<file path="src/rtl/vscale_htif_tohost_monitor_if.sv">
`default_nettype none
// ============================================================================
// Module   : vscale_htif_tohost_monitor_if
// Brief    : HTIF PCR request/response bundle between the tohost poller and core.
// Revision : 1.0  initial release
// ============================================================================
interface vscale_htif_tohost_monitor_if #(
  parameter int HTIF_PCR_WIDTH = 64,
  parameter int CSR_ADDR_WIDTH = 12
);
  logic                      req_valid;
  logic                      req_ready;
  logic                      req_rw;
  logic [CSR_ADDR_WIDTH-1:0] req_addr;
  logic [HTIF_PCR_WIDTH-1:0] req_data;
  logic                      resp_valid;
  logic                      resp_ready;
  logic [HTIF_PCR_WIDTH-1:0] resp_data;

  modport master (
    output req_valid, req_rw, req_addr, req_data, resp_ready,
    input  req_ready, resp_valid, resp_data
  );

  modport slave (
    input  req_valid, req_rw, req_addr, req_data, resp_ready,
    output req_ready, resp_valid, resp_data
  );
endinterface
`default_nettype wire

</file>
<file path="src/rtl/vscale_htif_tohost_monitor.sv">
`default_nettype none
// ============================================================================
// Module   : vscale_htif_tohost_monitor
// Brief    : Polls tohost over HTIF PCR, latches sticky pass/fail/timeout status.
// Option   : VSCALE_TOHOST_CLEAR_EN adds one clearing write of tohost before DONE.
// Revision : 1.0  initial release
// ============================================================================
module vscale_htif_tohost_monitor #(
  parameter int                        HTIF_PCR_WIDTH = 64,
  parameter int                        CSR_ADDR_WIDTH = 12,
  parameter logic [CSR_ADDR_WIDTH-1:0] TOHOST_ADDR    = 12'h780,
  parameter int                        POLL_GAP       = 4,
  parameter int                        CYCLE_W        = 32
) (
  input  wire logic                        clk,
  input  wire logic                        reset_n,
  input  wire logic [CYCLE_W-1:0]          max_cycles,
  vscale_htif_tohost_monitor_if.master     htif_pcr,
  output logic                             done,
  output logic                             pass,
  output logic                             timeout,
  output logic [HTIF_PCR_WIDTH-2:0]        exit_code,
  output logic [CYCLE_W-1:0]               cycle_count
);

  localparam logic [7:0] c_GAP_INIT = 8'(POLL_GAP);

  typedef enum logic [2:0] {
    S_GAP      = 3'd0,
    S_RD_REQ   = 3'd1,
    S_RD_RESP  = 3'd2,
`ifdef VSCALE_TOHOST_CLEAR_EN
    S_CLR_REQ  = 3'd3,
    S_CLR_RESP = 3'd4,
`endif
    S_DONE     = 3'd5
  } state_t;

  state_t                    r_state;
  state_t                    w_state_nxt;
  logic [7:0]                r_gap;
  logic [7:0]                w_gap_nxt;
  logic                      r_pass_pend;
  logic                      w_pass_pend_nxt;
  logic [HTIF_PCR_WIDTH-2:0] r_code_pend;
  logic [HTIF_PCR_WIDTH-2:0] w_code_pend_nxt;
  logic [CYCLE_W-1:0]        r_cycle;
  logic                      r_timeout;
  logic                      r_done;
  logic                      r_pass;
  logic [HTIF_PCR_WIDTH-2:0] r_exit;
  logic                      r_req_valid;
  logic                      r_resp_ready;
  logic                      w_tmo_hit;
  logic                      w_rd_zero;
  logic                      w_rd_one;
  logic                      w_enter_done;
  logic                      w_req_nxt;
  logic                      w_resp_nxt;

  assign w_tmo_hit    = (max_cycles != '0) && (r_cycle == max_cycles);
  assign w_rd_zero    = (htif_pcr.resp_data == '0);
  assign w_rd_one     = (htif_pcr.resp_data == HTIF_PCR_WIDTH'(1));
  assign w_enter_done = (w_state_nxt == S_DONE) && (r_state != S_DONE);

  // r_timeout marks a budget hit in an earlier cycle; a same-cycle hit still decodes.
  always_comb begin
    w_state_nxt     = r_state;
    w_gap_nxt       = r_gap;
    w_pass_pend_nxt = r_pass_pend;
    w_code_pend_nxt = r_code_pend;
    case (r_state)
      S_GAP: begin
        if (w_tmo_hit) begin
          w_state_nxt = S_DONE;
        end else if (r_gap == 8'd0) begin
          w_state_nxt = S_RD_REQ;
        end else begin
          w_gap_nxt = r_gap - 8'd1;
        end
      end
      S_RD_REQ: begin
        if (htif_pcr.req_ready) w_state_nxt = S_RD_RESP;
      end
      S_RD_RESP: begin
        if (htif_pcr.resp_valid) begin
          if (r_timeout) begin
            w_state_nxt = S_DONE;
          end else if (w_rd_zero) begin
            if (w_tmo_hit) begin
              w_state_nxt = S_DONE;
            end else begin
              w_state_nxt = S_GAP;
              w_gap_nxt   = c_GAP_INIT;
            end
          end else begin
            if (w_rd_one) begin
              w_pass_pend_nxt = 1'b1;
            end else begin
              w_code_pend_nxt = htif_pcr.resp_data[HTIF_PCR_WIDTH-1:1];
            end
`ifdef VSCALE_TOHOST_CLEAR_EN
            if (w_tmo_hit) begin
              w_state_nxt = S_DONE;
            end else begin
              w_state_nxt = S_CLR_REQ;
            end
`else
            w_state_nxt = S_DONE;
`endif
          end
        end
      end
`ifdef VSCALE_TOHOST_CLEAR_EN
      S_CLR_REQ: begin
        if (htif_pcr.req_ready) w_state_nxt = S_CLR_RESP;
      end
      S_CLR_RESP: begin
        if (htif_pcr.resp_valid) w_state_nxt = S_DONE;
      end
`endif
      S_DONE: begin
        w_state_nxt = S_DONE;
      end
      default: begin
        w_state_nxt = S_GAP;
        w_gap_nxt   = c_GAP_INIT;
      end
    endcase
  end

  always_ff @(posedge clk or negedge reset_n) begin
    if (!reset_n) begin
      r_state     <= S_GAP;
      r_gap       <= c_GAP_INIT;
      r_pass_pend <= 1'b0;
      r_code_pend <= '0;
    end else begin
      r_state     <= w_state_nxt;
      r_gap       <= w_gap_nxt;
      r_pass_pend <= w_pass_pend_nxt;
      r_code_pend <= w_code_pend_nxt;
    end
  end

`ifdef VSCALE_TOHOST_CLEAR_EN
  logic r_req_rw;
  assign w_req_nxt  = (w_state_nxt == S_RD_REQ)  || (w_state_nxt == S_CLR_REQ);
  assign w_resp_nxt = (w_state_nxt == S_RD_RESP) || (w_state_nxt == S_CLR_RESP);

  always_ff @(posedge clk or negedge reset_n) begin
    if (!reset_n) begin
      r_req_rw <= 1'b0;
    end else begin
      r_req_rw <= (w_state_nxt == S_CLR_REQ);
    end
  end
  assign htif_pcr.req_rw = r_req_rw;
`else
  assign w_req_nxt       = (w_state_nxt == S_RD_REQ);
  assign w_resp_nxt      = (w_state_nxt == S_RD_RESP);
  assign htif_pcr.req_rw = 1'b0;
`endif

  // Handshake strobes come from the next state so they stay glitch-free flops.
  always_ff @(posedge clk or negedge reset_n) begin
    if (!reset_n) begin
      r_req_valid  <= 1'b0;
      r_resp_ready <= 1'b0;
      r_cycle      <= '0;
      r_timeout    <= 1'b0;
      r_done       <= 1'b0;
      r_pass       <= 1'b0;
      r_exit       <= '0;
    end else begin
      r_req_valid  <= w_req_nxt;
      r_resp_ready <= w_resp_nxt;
      if ((r_state != S_DONE) && !w_tmo_hit && (r_cycle != '1)) begin
        r_cycle <= r_cycle + CYCLE_W'(1);
      end
      if ((r_state != S_DONE) && w_tmo_hit) begin
        r_timeout <= 1'b1;
      end
      if (w_enter_done) begin
        r_done <= 1'b1;
        r_pass <= w_pass_pend_nxt;
        r_exit <= w_code_pend_nxt;
      end
    end
  end

  assign htif_pcr.req_valid  = r_req_valid;
  assign htif_pcr.resp_ready = r_resp_ready;
  assign htif_pcr.req_addr   = TOHOST_ADDR;
  assign htif_pcr.req_data   = '0;

  assign done        = r_done;
  assign pass        = r_pass;
  assign timeout     = r_timeout;
  assign exit_code   = r_exit;
  assign cycle_count = r_cycle;

endmodule
`default_nettype wire
</file>
<file path="src/flat_wrapper.sv">
// flat-port wrapper written by rule: the top's interface ports become plain ports
module vscale_htif_tohost_monitor_flat 
#(
  parameter int                        HTIF_PCR_WIDTH = 64,
  parameter int                        CSR_ADDR_WIDTH = 12,
  parameter logic [CSR_ADDR_WIDTH-1:0] TOHOST_ADDR    = 12'h780,
  parameter int                        POLL_GAP       = 4,
  parameter int                        CYCLE_W        = 32
)
  (clk, reset_n, max_cycles, done, pass, timeout, exit_code, cycle_count, htif_pcr_req_valid, htif_pcr_req_rw, htif_pcr_req_addr, htif_pcr_req_data, htif_pcr_resp_ready, htif_pcr_req_ready, htif_pcr_resp_valid, htif_pcr_resp_data);
  vscale_htif_tohost_monitor_if #(.HTIF_PCR_WIDTH(HTIF_PCR_WIDTH), .CSR_ADDR_WIDTH(CSR_ADDR_WIDTH)) htif_pcr_i ();
  input  wire logic clk;
  input  wire logic reset_n;
  input  wire logic [CYCLE_W-1:0] max_cycles;
  output logic done;
  output logic pass;
  output logic timeout;
  output logic [HTIF_PCR_WIDTH-2:0] exit_code;
  output logic [CYCLE_W-1:0] cycle_count;
  output wire logic [$bits(htif_pcr_i.req_valid)-1:0] htif_pcr_req_valid;
  output wire logic [$bits(htif_pcr_i.req_rw)-1:0] htif_pcr_req_rw;
  output wire logic [$bits(htif_pcr_i.req_addr)-1:0] htif_pcr_req_addr;
  output wire logic [$bits(htif_pcr_i.req_data)-1:0] htif_pcr_req_data;
  output wire logic [$bits(htif_pcr_i.resp_ready)-1:0] htif_pcr_resp_ready;
  input wire logic [$bits(htif_pcr_i.req_ready)-1:0] htif_pcr_req_ready;
  input wire logic [$bits(htif_pcr_i.resp_valid)-1:0] htif_pcr_resp_valid;
  input wire logic [$bits(htif_pcr_i.resp_data)-1:0] htif_pcr_resp_data;
  assign htif_pcr_req_valid = htif_pcr_i.req_valid;
  assign htif_pcr_req_rw = htif_pcr_i.req_rw;
  assign htif_pcr_req_addr = htif_pcr_i.req_addr;
  assign htif_pcr_req_data = htif_pcr_i.req_data;
  assign htif_pcr_resp_ready = htif_pcr_i.resp_ready;
  assign htif_pcr_i.req_ready = htif_pcr_req_ready;
  assign htif_pcr_i.resp_valid = htif_pcr_resp_valid;
  assign htif_pcr_i.resp_data = htif_pcr_resp_data;
  vscale_htif_tohost_monitor #(.HTIF_PCR_WIDTH(HTIF_PCR_WIDTH), .CSR_ADDR_WIDTH(CSR_ADDR_WIDTH), .TOHOST_ADDR(TOHOST_ADDR), .POLL_GAP(POLL_GAP), .CYCLE_W(CYCLE_W)) u_core (.clk(clk), .reset_n(reset_n), .max_cycles(max_cycles), .htif_pcr(htif_pcr_i), .done(done), .pass(pass), .timeout(timeout), .exit_code(exit_code), .cycle_count(cycle_count));
endmodule
</file>
<file path="config.mk">
export PLATFORM = sky130hd
export DESIGN_NAME = vscale_htif_tohost_monitor_flat
export DESIGN_NICKNAME = d
export VERILOG_FILES = /design/src/rtl/vscale_htif_tohost_monitor_if.sv /design/src/rtl/vscale_htif_tohost_monitor.sv /design/src/flat_wrapper.sv
export SDC_FILE = /design/constraint.sdc
export NUM_CORES = 1
export LEC_CHECK = 0
export CORE_UTILIZATION = 31
export DETAILED_ROUTE_END_ITERATION = 12
export MAX_ROUTING_LAYER = met4
export PLACE_DENSITY = 0.59
export REMOVE_ABC_BUFFERS = 1
export SYNTH_ARGS = -nofsm -noshare
export SYNTH_HDL_FRONTEND = slang
export SYNTH_SLANG_ARGS = --single-unit
export TNS_END_PERCENT = 30
</file>
<file path="constraint.sdc">
create_clock -name clk -period 2.6 [get_ports clk]
set_input_delay 0.78 -clock clk [delete_from_list [all_inputs] [get_ports clk]]
set_output_delay 0.78 -clock clk [all_outputs]
set_load 0.01 [all_outputs]
</file>
==> metrics.txt, run 1 <==
status=finished, violations left; failing checks=negative setup slack; pre-CTS setup slack=-845 ps; RD Place Congestion=0.834; Peak Freq=375 MHz; Mean Syn Cell Area=13.0 µm²; CTS H-tree depth=4; CTS buffer count=17; initial drt markers=266; Residual DRC=0; clk root buf=clkbuf_16; Final Critical Period=2670 ps; Pins Over Slew Limit=0; clock tree sinks=175; Initial Utilization=31.5%; GRT overflow=0; die height=167 µm; #FFs+latches synth=175; Post-CTS Hold Fix Bufs=0; row count=60; fraction of the cycle the final worst path needs=103%; Final Util=46.0%; max_cap viols=0; CTS clk-pin slew, worst paths=80 ps; clk_lat worst skew=420 ps; commonest cells after routing, fill and taps aside=dfrtp_1 (174), buf_4 (108), clkdlybuf4s50_1 (103); Vias/cell=4.49; commonest non-fill, non-tap cell in the layout=dfrtp_1; critical path required time=2900 ps; asr flop ratio synth=100%; sequential cell area fraction in the yosys report=52.0%; critical path's largest stage delay=310 ps; Setup crit start kind=input port; Synth warnings=0; Core Area=26800 µm²; diode count=0; Comb power frac=6.6%; pwr dens=463 nW/µm²; internal cell power=4280 µW; largest net degree at the start of global routing=46; Setup Crit Path Kind=input port to flop; clk buf depth=2; Yosys top cell area share=51.6%; Post-synth EDFFs=0; Leakage Power=0.00600 µW; Pre-antenna DRT Iters=6; Hold Fails Final Rpt=0; CTS tree=built; DP Area=11300 µm²; synthesized instance count=651; Worst EP arrival=2960 ps; Cell Chain, Critical Path=dlygate4sd2_1 -> nor4_1 -> nand4_1 -> buf_4 -> nor4_4 -> buf_4 -> nor3_4 -> buf_12 -> buf_16 -> mux2_4 -> mux2_4; Avg WL per Cell=16.5 µm; HP Class=input port to async pin; peak supply drop=0.341 mV; Fin Clk Skew=15.6 ps; Post-Route WL=21.9 mm; sequential share of power=47.6%; boundary pin count=277; die area=27900 µm²; hold_ws=233 ps; port bufs=199; Switch Pwr=1430 µW; Post-DP HPWL=15.5 mm; Final Total Pwr=5710 µW; initial antenna violation count=0; leading area contributor after synthesis=dfrtp_1; Net Sw Frac=25.0%; Distinct cells, synth=49; GR Util All Layers=16.3%; Critical Path Sink Type=flop; Final setup violation count=53; PnR worst setup slack=-67.3 ps; RSZ-0062 raised after global routing=true; number of global-route vias before repair=6010; Layout Area Growth over Synthesis=46.3%; CP Max Fanout=8; slowest cell on the critical path=mux2_4; share of post-route cells with drive strength above 1=36.2%; ANT nets after route=0; die width=167 µm; Primary FF master, synth=dfrtp_1; DR vias=5963; synthesized area=8430 µm²; Final Cell Area=12300 µm²; clock group share of total power=45.8%; first-pass GRT wire length=34.3 mm; top cells by area, synth=dfrtp_1 (52%), mux2_4 (11%), mux2_2 (9.1%), buf_4 (7.2%), xor2_1 (4.1%); Net count, final=1077
cells in the mapped netlist (4+ instances only):
| cell type | number |
|---|---|
| dfrtp_1 | 174 |
| buf_4 | 81 |
| mux2_2 | 68 |
| mux2_4 | 60 |
| xor2_1 | 39 |
| nor4_1 | 31 |
| nand2_1 | 30 |
| nor2_1 | 25 |
| xnor2_1 | 23 |
| nand4_1 | 17 |
| nand3_1 | 16 |
| buf_6 | 9 |
| o21ai_0 | 9 |
| and3_1 | 7 |
| inv_1 | 6 |
| nor3_1 | 5 |
| o31ai_1 | 5 |
| nand2b_1 | 4 |
cells by family (layout without fill, tap and decap cells):
logic type | count (synthesis) | in the layout | synth area share [%]
flops | 175 | 175 | 52.0
compound gates | 28 | 28 | 2.32
other cells | 2 | 77 | 0.0891
buf+inv | 100 | 361 | 8.87
mux | 128 | 128 | 19.8
xor+xnor | 62 | 62 | 6.44
fa+ha+maj | 3 | 3 | 0.445
simple gates | 153 | 153 | 10.1
state kept, by name (all words and copies together) (netlist names), 3 cells and up:
signal,count
u_core.r_gap,8
u_core.r_state,3
u_core.r_code_pend,63
u_core.exit_code,63
u_core.cycle_count,32
area by class of cell:
cell class | instances | area [µm²]
clock buffer | 17 | 425
tap | 341 | 427
clock inverter | 15 | 196
inverter | 6 | 22.5
sequential | 175 | 4380
fill | 2431 | 14500
timing repair buffer | 323 | 3020
multi-input combinational | 451 | 3870
layer usage:
| metal | share of wire [%] | global-route usage (%) |
|---|---|---|
| met4 | 0.90 | 4.07 |
| met5 | 0 | - |
| met1 | 48 | 22.3 |
| met2 | 46 | 25.0 |
| met3 | 4.5 | 2.88 |
worst max-delay path: cells and delay by family:
kind	cells	cell delay, ps
multiplexers	2	580
buffers and inverters	5	920
AND/OR/NAND/NOR	4	660
path summary, 6_finish.rpt:
path / start / endpoint / slack (ps) / cells after the start
max: htif_pcr_resp_data[6] / u_core.exit_code[23] / -70 / 11
min: reset_n / u_core.cycle_count[5] / 230 / 1
max reg2reg: u_core.cycle_count[17] / u_core.exit_code[51] / 170 / 8
min reg2reg: u_core.r_pass_pend / u_core.r_pass_pend / 480 / 1
max in group asynchronous: reset_n / u_core.r_code_pend[46] / 1740 / 2
min in group clk: u_core.r_pass_pend / u_core.r_pass_pend / 480 / 1
power groups by stage:
stage	sequential [µW]	combinational (µW)	clock, µW
after detailed placement	2770	405	0
after floorplan	2770	76.7	0
after CTS	2720	376	2690
final	2720	377	2610
after global placement	2770	405	0
after global routing	2720	415	2810
repair_timing:
item	in CTS	in global routing
gates cloned	5	2
setup endpoints to repair	167	108
pin swaps	37	23
gates resized for setup	200	78
setup buffers	10	2
hold endpoints to repair	0	0
through the flow:
| step | setup TNS [ps] | instances |
|---|---|---|
| detailed placement | -112950 | 1279 |
| floorplan | -176800 | 632 |
| global placement | -111590 | 1279 |
| CTS | -2940 | 1325 |
| finish | -1610 | 1328 |
| global route | -4850 | 1328 |
Power figures use the tool's default switching activity.
==> run 2: changes to the inputs <==
Settings changed: CORE_MARGIN set to 3, PLACE_DENSITY 0.59 to 0.54.
==> run 2 against run 1 <==
Net effect:
- the run still ends with negative setup slack left
- flip-flop and latch count stayed put
- power is 0.55% higher
- sequential share of layout area is 1.1 points lower
- count of clock-buffer cells in the layout stayed put
- maximum frequency is 0.94% higher
- largest cell class unchanged
- largest power group unchanged
==> metrics.txt, run 2 (synthesis gave the netlist of run 1 again) <==
status=finished, violations left (unchanged); failing checks=negative setup slack (unchanged); die width=171 µm (was 167 µm); Hold Fails Final Rpt=0 (unchanged); Setup Crit Path Kind=input port to flop (unchanged); largest net degree at the start of global routing=54 (was 46); RSZ-0062 raised after global routing=true (unchanged); first-pass GRT wire length=35.9 mm (was 34.3 mm); Peak Freq=378 MHz (was 375 MHz); Worst EP arrival=2950 ps (was 2960 ps); GR Util All Layers=16.3% (about the same); clk buf depth=2 (unchanged); Fin Clk Skew=13.5 ps (was 15.6 ps); commonest cells after routing, fill and taps aside=dfrtp_1 (174), buf_4 (107), clkdlybuf4s50_1 (103) (was dfrtp_1 (174), buf_4 (108), clkdlybuf4s50_1 (103)); relative slew slack=54.1%; die area=29200 µm² (was 27900 µm²); Residual DRC=0 (unchanged); clock group share of total power=45.9% (was 45.8%); Layout Area Growth over Synthesis=51.0% (was 46.3%); RR Startpoint=u_core.cycle_count[17] (unchanged); Comb power frac=6.8% (was 6.6%); hold_ws=296 ps (was 233 ps); Final Total Pwr=5740 µW (was 5710 µW); Final Non-Filler Cells=1336 (was 1328); worst reg2reg setup slack=40 ps (was 170 ps); RR Endpoint=u_core.exit_code[16] (was u_core.exit_code[51]); critical path required time=2910 ps (was 2900 ps); Critical Path Sink Type=flop (unchanged); Vias/cell=4.52 (was 4.49); RD Place Congestion=0.835 (was 0.834); Initial Utilization=31.9% (was 31.5%); Leakage Power=0.00620 µW (was 0.00600 µW); ANT nets after route=0 (unchanged); DR vias=6040 (was 5963); r2r worst-path depth=10 (was 8); Setup crit start=htif_pcr_resp_data[27] (was htif_pcr_resp_data[6]); peak supply drop=0.299 mV (was 0.341 mV); row count=59 (was 60); Setup crit start kind=input port (unchanged); PnR worst setup slack=-42.5 ps (was -67.3 ps); GRT overflow=0 (unchanged); initial drt markers=296 (was 266); Net count, final=1091 (was 1077); port bufs=199 (unchanged); max_cap viols=0 (unchanged); HP Class=input port to async pin (unchanged); clk root buf=clkbuf_16 (unchanged); CTS buffer count=17 (unchanged); internal cell power=4220 µW (was 4280 µW); initial antenna violation count=0 (unchanged); Fillers=2395 (was 2431); Worst Tran Pin Value=686 ps; Pre-antenna DRT Iters=4 (was 6); Core Area=26400 µm² (was 26800 µm²); Pins Over Slew Limit=0 (unchanged); share of post-route cells with drive strength above 1=39.5% (was 36.2%); Final Critical Period=2640 ps (was 2670 ps); CTS H-tree depth=4 (unchanged); Final setup violation count=55 (was 53); Post-DP HPWL=16.4 mm (was 15.5 mm); clk_lat worst skew=430 ps (was 420 ps); Avg WL per Cell=17.6 µm (was 16.5 µm); clock tree sinks=175 (unchanged); boundary pin count=277 (unchanged); fraction of the cycle the final worst path needs=102% (was 103%); die height=171 µm (was 167 µm); CTS clk-pin slew, worst paths=80 ps (about the same); Net Sw Frac=26.5% (was 25.0%); commonest non-fill, non-tap cell in the layout=dfrtp_1 (unchanged); Post-Route WL=23.5 mm (was 21.9 mm); CP Max Fanout=8 (unchanged); Switch Pwr=1520 µW (was 1430 µW); sequential share of power=47.4% (was 47.6%); # placed instances=1278 (was 1279); CTS tree=built (unchanged); diode count=0 (unchanged); Final Util=48.2% (was 46.0%); number of global-route vias before repair=6281 (was 6010); pwr dens=451 nW/µm² (was 463 nW/µm²)
[run 2: changes by cell type in the layout (fill, tap and decap cells not counted), moves of 4 or more]
cell and delta:
buf_16 +9, buf_2 +18, buf_6 +13, clkbuf_2 -10, clkdlybuf4s15_1 -8, clkdlybuf4s15_2 +5
dlygate4sd2_1 -11, mux2_2 -10, mux2_4 +10, nor4_4 +4
[run 2: how the worst max path moves through the flow]
stage                           endpoint  slack, ps  depth (start not counted)
finish              u_core.exit_code[33]        -40                         12
global route        u_core.exit_code[19]       -120                         12
CTS                 u_core.exit_code[33]       -100                         12
detailed placement  u_core.exit_code[52]       -900                         10
global placement    u_core.exit_code[61]       -960                         10
floorplan            u_core.exit_code[0]      -1580                          4
[run 2: layout make-up]
cell class	instances	area (µm²)	share of cell area, %
repair buffers	337	3310	26.0
clock inverters	15	201	1.58
inverters	6	22.5	0.177
flip-flops and latches	175	4380	34.4
well taps	335	419	3.29
clock buffers	17	425	3.34
multi-input cells	451	3970	31.2
[run 2: power by group through the flow]
stage               Clock [µW]  Sequential, µW  Combinational (µW)
floorplan                    0            2770                76.7
global placement             0            2770                 410
detailed placement           0            2770                 409
CTS                       2710            2720                 382
global route              2840            2720                 430
finish                    2630            2720                 390
[run 2: critical path: stages]
cell and delay, ps:
buf_6 100, nor4_4 260, nand4_1 210, buf_4 210, nor4_4 190, buf_4 160, buf_6 90, nor3_4 40
buf_12 170, buf_6 150, mux2_4 310, mux2_4 270
[run 2: stage by stage]
step | cell area (µm²) | setup WS, ps | setup TNS (ps)
2_1_floorplan | 7990 | -1580 | -176800
3_3_place_gp | 11300 | -962 | -131070
3_5_place_dp | 11300 | -901 | -120110
4_1_cts | 12500 | -104 | -1440
5_1_grt | 12700 | -118 | -6100
6_report | 12700 | -42.5 | -1300
[run 2: what timing repair did]
item | 4_1_cts | 5_1_grt
hold buffers | 0 | 0
setup buffers | 12 | 5
cloned | 12 | 3
resized for setup | 331 | 55
hold endpoints to repair | 0 | 0
pin swaps | 22 | 20
endpoints found under the setup margin | 169 | 100
[run 2: routing by layer]
metal | part of all wire [%] | track usage (%) | vias to the layer above | wire length [µm]
li1 | - | - | 2826 | -
met1 | 47 | 22.4 | 2986 | 11100
met2 | 46 | 24.8 | 202 | 10800
met3 | 5.7 | 3.33 | 26 | 1350
met4 | 1.4 | 4.37 | 0 | 330
met5 | 0 | - | - | 0
